<file path="config.mk">
export PLATFORM = sky130hd
export DESIGN_NAME = ade9078_spi_sequencer
export DESIGN_NICKNAME = d
export VERILOG_FILES = /design/src/rtl/ade9078_spi_sequencer.sv
export SDC_FILE = /design/constraint.sdc
export NUM_CORES = 1
export LEC_CHECK = 0
export BUFFER_PORTS_ARGS = -buffer_cell sky130_fd_sc_hd__buf_2
export CAP_MARGIN = 10
export CORE_UTILIZATION = 59
export DETAILED_ROUTE_END_ITERATION = 16
export PLACE_DENSITY_LB_ADDON = 0.3
export REMOVE_ABC_BUFFERS = 1
export SETUP_SLACK_MARGIN = 0.4
export SYNTH_ARGS = -nofsm -noshare
export SYNTH_HDL_FRONTEND = slang
export SYNTH_SLANG_ARGS = --single-unit
</file>
<file path="constraint.sdc">
create_clock -name clk -period 7 [get_ports clk]
set_input_delay 1.05 -clock clk [delete_from_list [all_inputs] [get_ports clk]]
set_output_delay 1.05 -clock clk [all_outputs]
set_load 0.05 [all_outputs]
</file>
<file path="src/rtl/ade9078_spi_sequencer.sv">
// ADE9078 register read/write sequencer driving the iCE40 SB_SPI system bus.
// Optional watchdog enabled by defining SPI_SEQ_TIMEOUT_EN.
module ade9078_spi_sequencer #(
   parameter logic [5:0]  CLK_DIV        = 6'd3,
   parameter int unsigned CS_IDX         = 0,
   parameter int unsigned TIMEOUT_CYCLES = 1023
) (
   input  logic        clk,
   input  logic        rst,
   input  logic        req_valid,
   output logic        req_ready,
   input  logic        req_write,
   input  logic        req_wide,
   input  logic [11:0] req_addr,
   input  logic [31:0] req_wdata,
   output logic        rsp_valid,
   output logic [31:0] rsp_rdata,
   output logic        rsp_err,
   output logic        busy,
   output logic        sb_stb,
   output logic        sb_rw,
   output logic [7:0]  sb_adr,
   output logic [7:0]  sb_dat_o,
   input  logic [7:0]  sb_dat_i,
   input  logic        sb_ack
);

   localparam logic [3:0] S_INIT     = 4'd0;
   localparam logic [3:0] S_IDLE     = 4'd1;
   localparam logic [3:0] S_CS_ON    = 4'd2;
   localparam logic [3:0] S_POLL_T   = 4'd3;
   localparam logic [3:0] S_TX       = 4'd4;
   localparam logic [3:0] S_POLL_R   = 4'd5;
   localparam logic [3:0] S_RX       = 4'd6;
   localparam logic [3:0] S_CS_OFF   = 4'd7;
   localparam logic [3:0] S_POLL_TIP = 4'd8;
   localparam logic [3:0] S_DONE     = 4'd9;

   localparam logic [7:0] A_SPICR0  = 8'h08;
   localparam logic [7:0] A_SPICR1  = 8'h09;
   localparam logic [7:0] A_SPICR2  = 8'h0A;
   localparam logic [7:0] A_SPIBR   = 8'h0B;
   localparam logic [7:0] A_SPISR   = 8'h0C;
   localparam logic [7:0] A_SPITXDR = 8'h0D;
   localparam logic [7:0] A_SPIRXDR = 8'h0E;
   localparam logic [7:0] A_SPICSR  = 8'h0F;

   localparam int unsigned SR_TIP  = 7;
   localparam int unsigned SR_TRDY = 4;
   localparam int unsigned SR_RRDY = 3;

   localparam logic [7:0] CSR_SEL = 8'(1 << CS_IDX);

   if (CS_IDX > 3 || TIMEOUT_CYCLES < 2) begin : g_param_check
      $error("ade9078_spi_sequencer: CS_IDX must be 0..3 and TIMEOUT_CYCLES >= 2");
   end

   logic [3:0]  state_q, state_d;
   logic [2:0]  init_idx_q, init_idx_d;
   logic        stb_q, stb_d;
   logic        rw_q, rw_d;
   logic [7:0]  adr_q, adr_d;
   logic [7:0]  dat_q, dat_d;
   logic [47:0] tx_q, tx_d;
   logic [2:0]  byte_idx_q, byte_idx_d;
   logic [2:0]  last_idx_q, last_idx_d;
   logic        wr_q, wr_d;
   logic [31:0] rdata_q, rdata_d;
   logic        err_q, err_d;
   logic        req_ready_q, req_ready_d;
   logic        rsp_valid_q, rsp_valid_d;
   logic        busy_q, busy_d;

   logic        acked;
   logic        acc_en;
   logic        acc_rw;
   logic [7:0]  acc_adr;
   logic [7:0]  acc_dat;
   logic [31:0] wdata_slot;

`ifdef SPI_SEQ_TIMEOUT_EN
   localparam int unsigned WD_W = $clog2(TIMEOUT_CYCLES + 1);
   logic [WD_W-1:0] wd_q, wd_d;
   logic            wd_expired;
`endif

   assign wdata_slot = !req_write ? 32'h0000_0000 :
                       (req_wide ? req_wdata : {req_wdata[15:0], 16'h0000});

   // Next-state: each bus state names one access; the shared strobe logic issues it.
   always_comb begin
      state_d     = state_q;
      init_idx_d  = init_idx_q;
      stb_d       = stb_q;
      rw_d        = rw_q;
      adr_d       = adr_q;
      dat_d       = dat_q;
      tx_d        = tx_q;
      byte_idx_d  = byte_idx_q;
      last_idx_d  = last_idx_q;
      wr_d        = wr_q;
      rdata_d     = rdata_q;
      err_d       = err_q;
      acc_en      = 1'b0;
      acc_rw      = 1'b0;
      acc_adr     = 8'h00;
      acc_dat     = 8'h00;
      acked       = stb_q & sb_ack;
`ifdef SPI_SEQ_TIMEOUT_EN
      wd_expired  = (wd_q >= WD_W'(TIMEOUT_CYCLES - 1));
      wd_d        = wd_q;
`endif

      case (state_q)
         S_INIT: begin
            acc_en = 1'b1;
            acc_rw = 1'b1;
            case (init_idx_q)
               3'd0:    begin acc_adr = A_SPICR0; acc_dat = 8'h00;             end
               3'd1:    begin acc_adr = A_SPICR1; acc_dat = 8'h80;             end
               3'd2:    begin acc_adr = A_SPIBR;  acc_dat = {2'b00, CLK_DIV};  end
               3'd3:    begin acc_adr = A_SPICR2; acc_dat = 8'h80;             end
               default: begin acc_adr = A_SPICSR; acc_dat = CSR_SEL;           end
            endcase
            if (acked) begin
               if (init_idx_q == 3'd4) state_d = S_IDLE;
               else                    init_idx_d = init_idx_q + 3'd1;
            end
         end
         S_IDLE: begin
            if (req_valid && req_ready_q) begin
               wr_d       = req_write;
               last_idx_d = req_wide ? 3'd5 : 3'd3;
               byte_idx_d = 3'd0;
               rdata_d    = 32'h0000_0000;
               err_d      = 1'b0;
               tx_d       = {req_addr, ~req_write, 3'b000, wdata_slot};
               state_d    = S_CS_ON;
            end
         end
         S_CS_ON: begin
            acc_en = 1'b1; acc_rw = 1'b1; acc_adr = A_SPICR2; acc_dat = 8'hC0;
            if (acked) state_d = S_POLL_T;
         end
         S_POLL_T: begin
            acc_en = 1'b1; acc_adr = A_SPISR;
            if (acked && sb_dat_i[SR_TRDY]) state_d = S_TX;
         end
         S_TX: begin
            acc_en = 1'b1; acc_rw = 1'b1; acc_adr = A_SPITXDR; acc_dat = tx_q[47:40];
            if (acked) begin
               tx_d    = {tx_q[39:0], 8'h00};
               state_d = S_POLL_R;
            end
         end
         S_POLL_R: begin
            acc_en = 1'b1; acc_adr = A_SPISR;
            if (acked && sb_dat_i[SR_RRDY]) state_d = S_RX;
         end
         S_RX: begin
            acc_en = 1'b1; acc_adr = A_SPIRXDR;
            if (acked) begin
               // The two header bytes clock out garbage; only data slots of reads land in rdata.
               if (byte_idx_q >= 3'd2 && !wr_q) rdata_d = {rdata_q[23:0], sb_dat_i};
               byte_idx_d = byte_idx_q + 3'd1;
               state_d    = (byte_idx_q == last_idx_q) ? S_CS_OFF : S_POLL_T;
            end
         end
         S_CS_OFF: begin
            acc_en = 1'b1; acc_rw = 1'b1; acc_adr = A_SPICR2; acc_dat = 8'h80;
            if (acked) state_d = S_POLL_TIP;
         end
         S_POLL_TIP: begin
            acc_en = 1'b1; acc_adr = A_SPISR;
            if (acked && !sb_dat_i[SR_TIP]) state_d = S_DONE;
         end
         S_DONE: begin
            state_d = S_IDLE;
         end
         default: begin
            state_d = S_INIT;
         end
      endcase

      if (acked) begin
         stb_d = 1'b0;
      end else if (acc_en && !stb_q) begin
         stb_d = 1'b1;
         rw_d  = acc_rw;
         adr_d = acc_adr;
         dat_d = acc_dat;
      end

`ifdef SPI_SEQ_TIMEOUT_EN
      // A stuck transaction releases CS; a stuck release gives up and reports.
      if (wd_expired && state_d == state_q) begin
         case (state_q)
            S_CS_ON, S_POLL_T, S_TX, S_POLL_R, S_RX: begin
               state_d = S_CS_OFF;
               stb_d   = 1'b0;
               err_d   = 1'b1;
               rdata_d = 32'h0000_0000;
            end
            S_CS_OFF, S_POLL_TIP: begin
               state_d = S_DONE;
               stb_d   = 1'b0;
               err_d   = 1'b1;
               rdata_d = 32'h0000_0000;
            end
            default: ;
         endcase
      end
      if (state_d != state_q)  wd_d = '0;
      else if (!wd_expired)    wd_d = wd_q + WD_W'(1);
`endif

      req_ready_d = (state_d == S_IDLE);
      rsp_valid_d = (state_d == S_DONE);
      busy_d      = (state_d != S_IDLE);
   end

   always_ff @(posedge clk or posedge rst) begin
      if (rst) begin
         state_q     <= S_INIT;
         init_idx_q  <= 3'd0;
         stb_q       <= 1'b0;
         rw_q        <= 1'b0;
         adr_q       <= 8'h00;
         dat_q       <= 8'h00;
         tx_q        <= 48'h0;
         byte_idx_q  <= 3'd0;
         last_idx_q  <= 3'd0;
         wr_q        <= 1'b0;
         rdata_q     <= 32'h0000_0000;
         err_q       <= 1'b0;
         req_ready_q <= 1'b0;
         rsp_valid_q <= 1'b0;
         busy_q      <= 1'b1;
      end else begin
         state_q     <= state_d;
         init_idx_q  <= init_idx_d;
         stb_q       <= stb_d;
         rw_q        <= rw_d;
         adr_q       <= adr_d;
         dat_q       <= dat_d;
         tx_q        <= tx_d;
         byte_idx_q  <= byte_idx_d;
         last_idx_q  <= last_idx_d;
         wr_q        <= wr_d;
         rdata_q     <= rdata_d;
         err_q       <= err_d;
         req_ready_q <= req_ready_d;
         rsp_valid_q <= rsp_valid_d;
         busy_q      <= busy_d;
      end
   end

`ifdef SPI_SEQ_TIMEOUT_EN
   always_ff @(posedge clk or posedge rst) begin
      if (rst) wd_q <= '0;
      else     wd_q <= wd_d;
   end
`endif

   assign req_ready = req_ready_q;
   assign rsp_valid = rsp_valid_q;
   assign rsp_rdata = rdata_q;
   assign rsp_err   = err_q;
   assign busy      = busy_q;
   assign sb_stb    = stb_q;
   assign sb_rw     = rw_q;
   assign sb_adr    = adr_q;
   assign sb_dat_o  = dat_q;

endmodule

</file>
### Word level (Yosys, flattened, before mapping)

Index checks and enable logic that the tools add are counted.
Widths: inputs -> output; s select.

* bits in registers: 115
* latch bits: 0
* memory bits (writable): 0
* bits in read-only memories: 0
* output and inout port bits: 54
* logic and storage cells: 100
* memories kept: 0

* add/subtract/negate cells: 2
* $mul: 0
* divide/modulo/power cells: 0
* $lt $le $gt $ge: 1
* equal/unequal tests: 21
* shift operators: 0
* mux-type cells: 33
* bitwise operators: 4
* reductions and logical operators: 25

Operator list (number)
* $mux 32: 5
* $mux 48: 2
* $pmux 48 s2: 1
* $pmux 32 s2: 1
* $mux 4: 10
* $pmux 4 s10: 1
* $pmux 8 s4: 1
* $pmux 8 s3: 1
* $pmux 4 s5: 1
* $eq 4x3->1 const B: 4
* $eq 4x4->1 const B: 3
* $mux 3: 4
* $pmux 3 s4: 1
* $reduce_and 3->1: 3
* $eq 4x1->1 const B: 2
* $eq 4x2->1 const B: 2
* $ne 2x2->1 const B: 4
* $reduce_or 8->1: 1
* $add 3x1->3 const B: 2
* $eq 3x2->1 const B: 2
* $logic_and 1x1->1: 6
* $pmux 3 s2: 1
* $reduce_bool 2->1: 3
* $logic_not 4->1: 1
* other kinds (15): 24

### Logic depth before layout (Yosys ltp)

Gate-level depths: netlist of the first run.

* depth after elaboration: 6
* gate-level depth with buffers: 7
* gate-level depth less buffers: 6

### Least setup slack after synthesis of the first run

Ideal clock, no wire load.

* kind: input port to flip-flop
* from: input req_valid
* to: register tx_q[36]
* arrival time: 2.016 ns
* data required time: 6.868 ns
* slack: 4.852 ns
* cell stages on the path: 6
* cell sequence: nand2_1 -> or4_4 -> buf_2 -> buf_2 -> nand3_1 -> o21ai_1

* word-level cells in the longest chain between the ends: 3

RTL lines
* start, declared: line 10 `input logic req_valid,`
* $logic_and 1x1->1: line 131 `if (req_valid && req_ready_q) begin`
* $ne 2x2->1 (no source line)
* $reduce_and 3->1 (no source line)
* end signal, assigned: line 246 `tx_q <= tx_d;`
* end, declared: line 64 `logic [47:0] tx_q, tx_d;`

Every way passes these cells.
A chain may end at the register's enable or synchronous reset.

### Worst setup path after layout of the first run

* from: register state_q[2]
* to: register tx_q[45]

* word-level cells in the longest chain between the ends: 3
* elaborated cells between the ends (all ways): 7

RTL lines
* start, declared: line 58 `logic [3:0] state_q, state_d;`
* start signal, assigned: line 240 `state_q <= state_d;`
* $eq 4x1->1 or $eq 4x3->1 (tied branches): line 114 `case (state_q)`
* $ne 2x2->1 (no source line) or $reduce_bool 2->1 (tied branches)
* $reduce_and 3->1 (no source line)

Parallel ways exist; a longest one is shown, timed or not.

==> results of run 1 <==
registers in the layout, indices dropped and copies added (netlist names), 3 cells and up:
| register | cells |
|---|---|
| rsp_rdata | 32 |
| sb_dat_o | 8 |
| last_idx_q | 3 |
| tx_q | 48 |
| byte_idx_q | 3 |
| sb_adr | 4 |
| state_q | 4 |
| init_idx_q | 3 |
through the flow:
| stage | hold slack [ns] | instances | area, um2 | utilization | setup slack (ns) |
|---|---|---|---|---|---|
| final | 0.470 | 711 | 6030 | 0.691 | 4.34 |
| after global routing | 0.487 | 711 | 6030 | 0.691 | 4.08 |
| after CTS | 0.476 | 710 | 6000 | 0.688 | 4.34 |
| after detailed placement | 0.453 | 694 | 5830 | 0.668 | 4.10 |
| after global placement | 0.444 | 694 | 5830 | 0.668 | 4.16 |
| after floorplan | 0.440 | 474 | 5080 | - | 2.62 |
power by group through the flow:
| stage | combinational, mW | clock, mW | sequential (mW) |
|---|---|---|---|
| 4_1_cts | 0.765 | 0.358 | 1.02 |
| 3_3_place_gp | 0.733 | 0 | 1.02 |
| 3_5_place_dp | 0.761 | 0 | 1.03 |
| 2_1_floorplan | 0.484 | 0 | 1.09 |
| 6_report | 0.765 | 0.350 | 1.02 |
| 5_1_grt | 0.848 | 0.383 | 1.05 |
worst paths after layout:
check                      slack, ns                   endpoint            startpoint  cells after the start
setup / recovery                4.34       tx_q[45]$_DFFE_PP0P_  state_q[2]$_DFF_PP0_                      5
hold / removal                  0.47       tx_q[33]$_DFFE_PP0P_  tx_q[25]$_DFFE_PP0P_                      2
setup reg to reg                4.34       tx_q[45]$_DFFE_PP0P_  state_q[2]$_DFF_PP0_                      5
hold reg to reg                 0.47       tx_q[33]$_DFFE_PP0P_  tx_q[25]$_DFFE_PP0P_                      2
max in group asynchronous       5.04  init_idx_q[2]$_DFFE_PP0P_                   rst                      3
min in group asynchronous       0.73   rsp_rdata[0]$_DFFE_PP0P_                   rst                      2
cell type report:
type | count | share of cell area
timing repair buffer | 113 | 0.100
multi-input combinational | 353 | 0.381
clock inverter | 6 | 0.00727
clock buffer | 10 | 0.0212
inverter | 10 | 0.00664
sequential | 111 | 0.461
tap | 108 | 0.0224
placed cells by master, fill, tap and decap left out, types with 2 or more instances in the layout:
cell type and count:
a211oi_1 2, a21oi_1 22, a22o_1 33, a22oi_1 17
a2bb2oi_1 9, a32oi_1 2, and2_1 2, and3_1 2
buf_2 106, buf_4 6, clkbuf_8 9, clkinv_2 2
conb_1 5, dfrtp_1 110, ha_1 7, inv_1 8
inv_6 2, mux2i_1 28, nand2_1 48, nand2b_1 3
nand3_1 32, nand4_1 3, nand4bb_1 2, nor2_1 27
nor2_2 2, nor3_1 21, nor4_4 3, o21a_1 2
o21ai_0 34, o21ai_1 15, xnor2_1 7
cells in the mapped netlist, drive strengths merged (2+ instances only):
| cell type | count |
|---|---|
| a211oi | 3 |
| a21oi | 22 |
| a22o | 33 |
| a22oi | 17 |
| a2bb2oi | 9 |
| a32oi | 2 |
| and2 | 2 |
| and3 | 2 |
| buf | 33 |
| clkbuf | 14 |
| dfrtp | 110 |
| ha | 7 |
| inv | 10 |
| mux2i | 28 |
| nand2 | 49 |
| nand2b | 4 |
| nand3 | 32 |
| nand4 | 3 |
| nand4bb | 2 |
| nor2 | 29 |
| nor3 | 21 |
| nor4 | 4 |
| o21a | 2 |
| o21ai | 49 |
| xnor2 | 7 |
layer usage:
layer  part of all wire  GRT usage
met2               0.49      0.393
met5                  0          0
met1               0.45      0.351
met3              0.047     0.0419
met4              0.014     0.0838
critical path, cell delays in order, from the launching register on:
cell and delay, ns:
dfrtp_1 0.87, and3_1 0.35, and3_1 0.66, nor2_1 0.27, buf_4 0.27, o21ai_0 0.17
cells by family after synthesis:
| kind of cell | synth area share |
|---|---|
| AOI/OAI and AO/OA | 0.188 |
| xor gates and xnor gates | 0.0132 |
| adders and majority gates | 0.0165 |
| buffers and inverters | 0.0541 |
| DFF | 0.523 |
| muxes | 0.0548 |
| other | 0.000705 |
| and+or+nand+nor | 0.150 |
==> metrics, run 1 <==
status=complete, no violations; post-synthesis cell area=5320 um2; hold buffers post-CTS=0; H-tree levels=3; worst min path class=flop to flop; die height=96.9 um; Vias per Instance=5.92; vias=4207; ant diodes=0; share of power burned in registers=0.479; Yosys reg bits=111; clock power share=0.164; DRT iter0 DRCs=254; Setup violations, final=0; post-synth top area share=0.518; row cnt=34; GRT overflow=0; Worst-Skew Late Latency=0.36 ns; Pre-Repair DR Iteration Count=6; Power Total=2.14 mW; fraction of layout cells with a size suffix above 1=0.237; Max-slew headroom=0.447; core area=8720 um2; Final #Nets=663; first-pass GRT wire length=19200 um; Worst Skew=0.0140 ns; TritonCTS clock tree=done; Worst-path clk slew=0.11 ns; Synth cell types=58; PostCTS Resize Cnt=0; P_sw=0.864 mW; Worst setup SP type=flop; WP data required=7.29 ns; Syn Area/Cell=10.3 um2; nature of the critical path endpoint=flop; combinational share of power=0.358; Num CTS Buffers=9; IO Port Bufs=106; die area=9390 um2; ranking of synthesized cells by area=dfrtp_1 52%, a22o_1 5.4%, mux2i_1 5.3%, nand2_1 3.4%, o21ai_0 3.2%; Cells after Synth=517; top cell type by total area after synthesis=dfrtp_1; RePlAce Congestion=0.833; Residual DRC=0; area grow syn2layout=13.3%; largest net degree at the start of global routing=68; I/O pins=112; CTS Sinks=111; Slew @ Worst Pin=0.829 ns; Max Cap Viol=0; Post-synth EDFFs=0; fill cell count=687; sw frac=0.404; minimum clock period=2.66 ns; CP Max Fanout=22; clock tree buffer depth=2; final WL=11200 um; setup TNS=0 ns; crit path kind=flop to flop; RSZ-0062 raised after global routing=false; Max Clock Freq=0.376 GHz; fin. max-slew vios=0; Seq. cell area=2780 um2; WP data arrival=2.95 ns; Internal Power=1.27 mW; DPL Wire Length=7360 um; period utilization=0.380; area of the multi-input gates=2300 um2; Max IR drop VDD=0.000153 V; P per Cell Area=355 nW/um2; antenna violations before repair=0; vias in the first global route=4091; remaining antenna violation count=0; Die Span X=96.9 um; dominant synthesized flop cell=dfrtp_1; yosys warns=0; Final Hold Viols=0; Initial Utilization=0.610; root buffer cell=clkbuf_8; routed len/inst=15.7 um; GRT Total Usage=0.249; post-CTS setup buffer count=0; post-synthesis sequential area ratio=0.523; leak pwr=2.92 nW; post-synthesis async set-or-reset flop share=1.00
Note: power is estimated with default switching activity, not from simulation.
==> inputs of run 2 (changes only) <==
- CORE_UTILIZATION: 59 -> 49
- clock period: 7 -> 2.4 ns (I/O delays scaled with it)
==> metrics, run 2 (synthesis results as in run 1) <==
Buf/Inv on CP=1; Setup violations, final=0; DRT iter0 DRCs=257; Residual DRC=0; Max IR drop VDD=0.000518 V; nature of the critical path endpoint=flop; Max Clock Freq=0.521 GHz; Final Hold Viols=0; row cnt=37; root buffer cell=clkbuf_8; Die Span X=106 um; minimum clock period=1.92 ns; I/O pins=112; slowest CP cell=or4_4; worst min path class=input port to async pin; WP data required=2.64 ns; Worst setup SP type=flop; Vias per Instance=5.67; gr busiest metal=met2; setup TNS=0 ns; Worst R2R Path Depth=5; CTS Sinks=111; CP Max Fanout=38; Critical Path Max Stage Delay=0.53 ns; first-pass GRT wire length=19700 um; die height=106 um; Worst-path clk slew=0.12 ns; final WL=12000 um; DPL Wire Length=8040 um; Max-slew headroom=0.619; RSZ-0062 raised after global routing=false; GR met2 Demand/Resource=0.352; remaining antenna violation count=0; P per Cell Area=1030 nW/um2; Worst Skew=0.0136 ns; fraction of layout cells with a size suffix above 1=0.255; Max Cap Viol=0; WP depth=5; Final #Nets=675; reg2reg start=state_q[1]$_DFF_PP0_; leak pwr=2.99 nW; GRT Total Usage=0.220; IO Port Bufs=106; crit path kind=flop to flop; largest net degree at the start of global routing=112; internal reg-to-reg setup slack=0.48 ns; max reg flops=48; met3 usage=0.0435; fin. max-slew vios=0; Power Total=6.40 mW; routed len/inst=15.9 um; Worst-Skew Late Latency=0.38 ns; r2r endpoint=tx_q[45]$_DFFE_PP0P_; RePlAce Congestion=0.873; ant diodes=0; die area=11300 um2; status=complete, no violations; H-tree levels=3; Initial Utilization=0.510; GRT overflow=0; core area=10400 um2; Worst Hold Slack=0.126 ns; met1 Use GR=0.301; clock tree buffer depth=2; cells along the critical path=nand2b_4, or4_4, buf_4, nand3_1, o21ai_0; crit path launch=state_q[1]$_DFF_PP0_; antenna violations before repair=0; period utilization=0.800; Pre-Repair DR Iteration Count=5; WP data arrival=2.16 ns; TritonCTS clock tree=done; Slew @ Worst Pin=0.571 ns; area grow syn2layout=16.4%; vias in the first global route=4099; final instance area=6190 um2; post-CTS setup buffer count=0; most common cell after layout, fill and taps aside=dfrtp_1; largest reg by FF count=tx_q; CP delay by family, top=simple AND/OR/NAND/NOR gates; vias=4261; most frequent cells in the layout=110 x dfrtp_1, 106 x buf_2, 48 x nand2_1; Area after DPL=5980 um2; Num CTS Buffers=9
-- run 2: worst max path at each step --
stage	endpoint	slack, ns
5_1_grt	tx_q[45]$_DFFE_PP0P_	0.42
2_1_floorplan	tx_q[0]$_DFFE_PP0P_	-1.98
3_5_place_dp	tx_q[1]$_DFFE_PP0P_	0.37
6_report	tx_q[45]$_DFFE_PP0P_	0.48
4_1_cts	rsp_rdata[10]$_DFFE_PP0P_	0.42
3_3_place_gp	tx_q[46]$_DFFE_PP0P_	0.46
-- run 2: area by class of cell --
type	count	area, um2
clock buffer	10	128
clock inverter	6	61.3
fill	914	4230
inverter	10	40.0
multi-input combinational	353	2310
sequential	111	2780
tap	136	170
timing repair buffer	125	698
-- run 2: metrics by stage --
step | utilization | instances | worst slack [ns]
global placement | 0.575 | 735 | 0.457
detailed placement | 0.575 | 735 | 0.369
finish | 0.594 | 751 | 0.479
global route | 0.594 | 751 | 0.421
floorplan | - | 474 | -1.98
CTS | 0.593 | 751 | 0.416
-- run 2: power by group --
group	leakage, nW	internal (mW)	switching [mW]
logic	1.46	0.959	1.51
registers	1.44	2.45	0.395
clock network	0.0922	0.404	0.683
total	2.99	3.81	2.59
-- run 2: repair_timing --
item | CTS | global route
hold buffers | 0 | 0
resized for setup | 1 | 2
endpoints found under the setup margin | 1 | 37
-- run 2: per-layer routing --
layer / vias to the layer above / part of all wire
li1: 2051 / -
met1: 2056 / 0.45
met2: 135 / 0.49
met3: 19 / 0.048
met4: 0 / 0.018
met5: - / 0
-- run 2: worst reg2reg max path, stage by stage, from the launching register on --
cell      delay [ns]
dfrtp_1         0.51
nand2b_4        0.22
or4_4           0.53
buf_4           0.28
nand3_1         0.14
o21ai_0         0.11
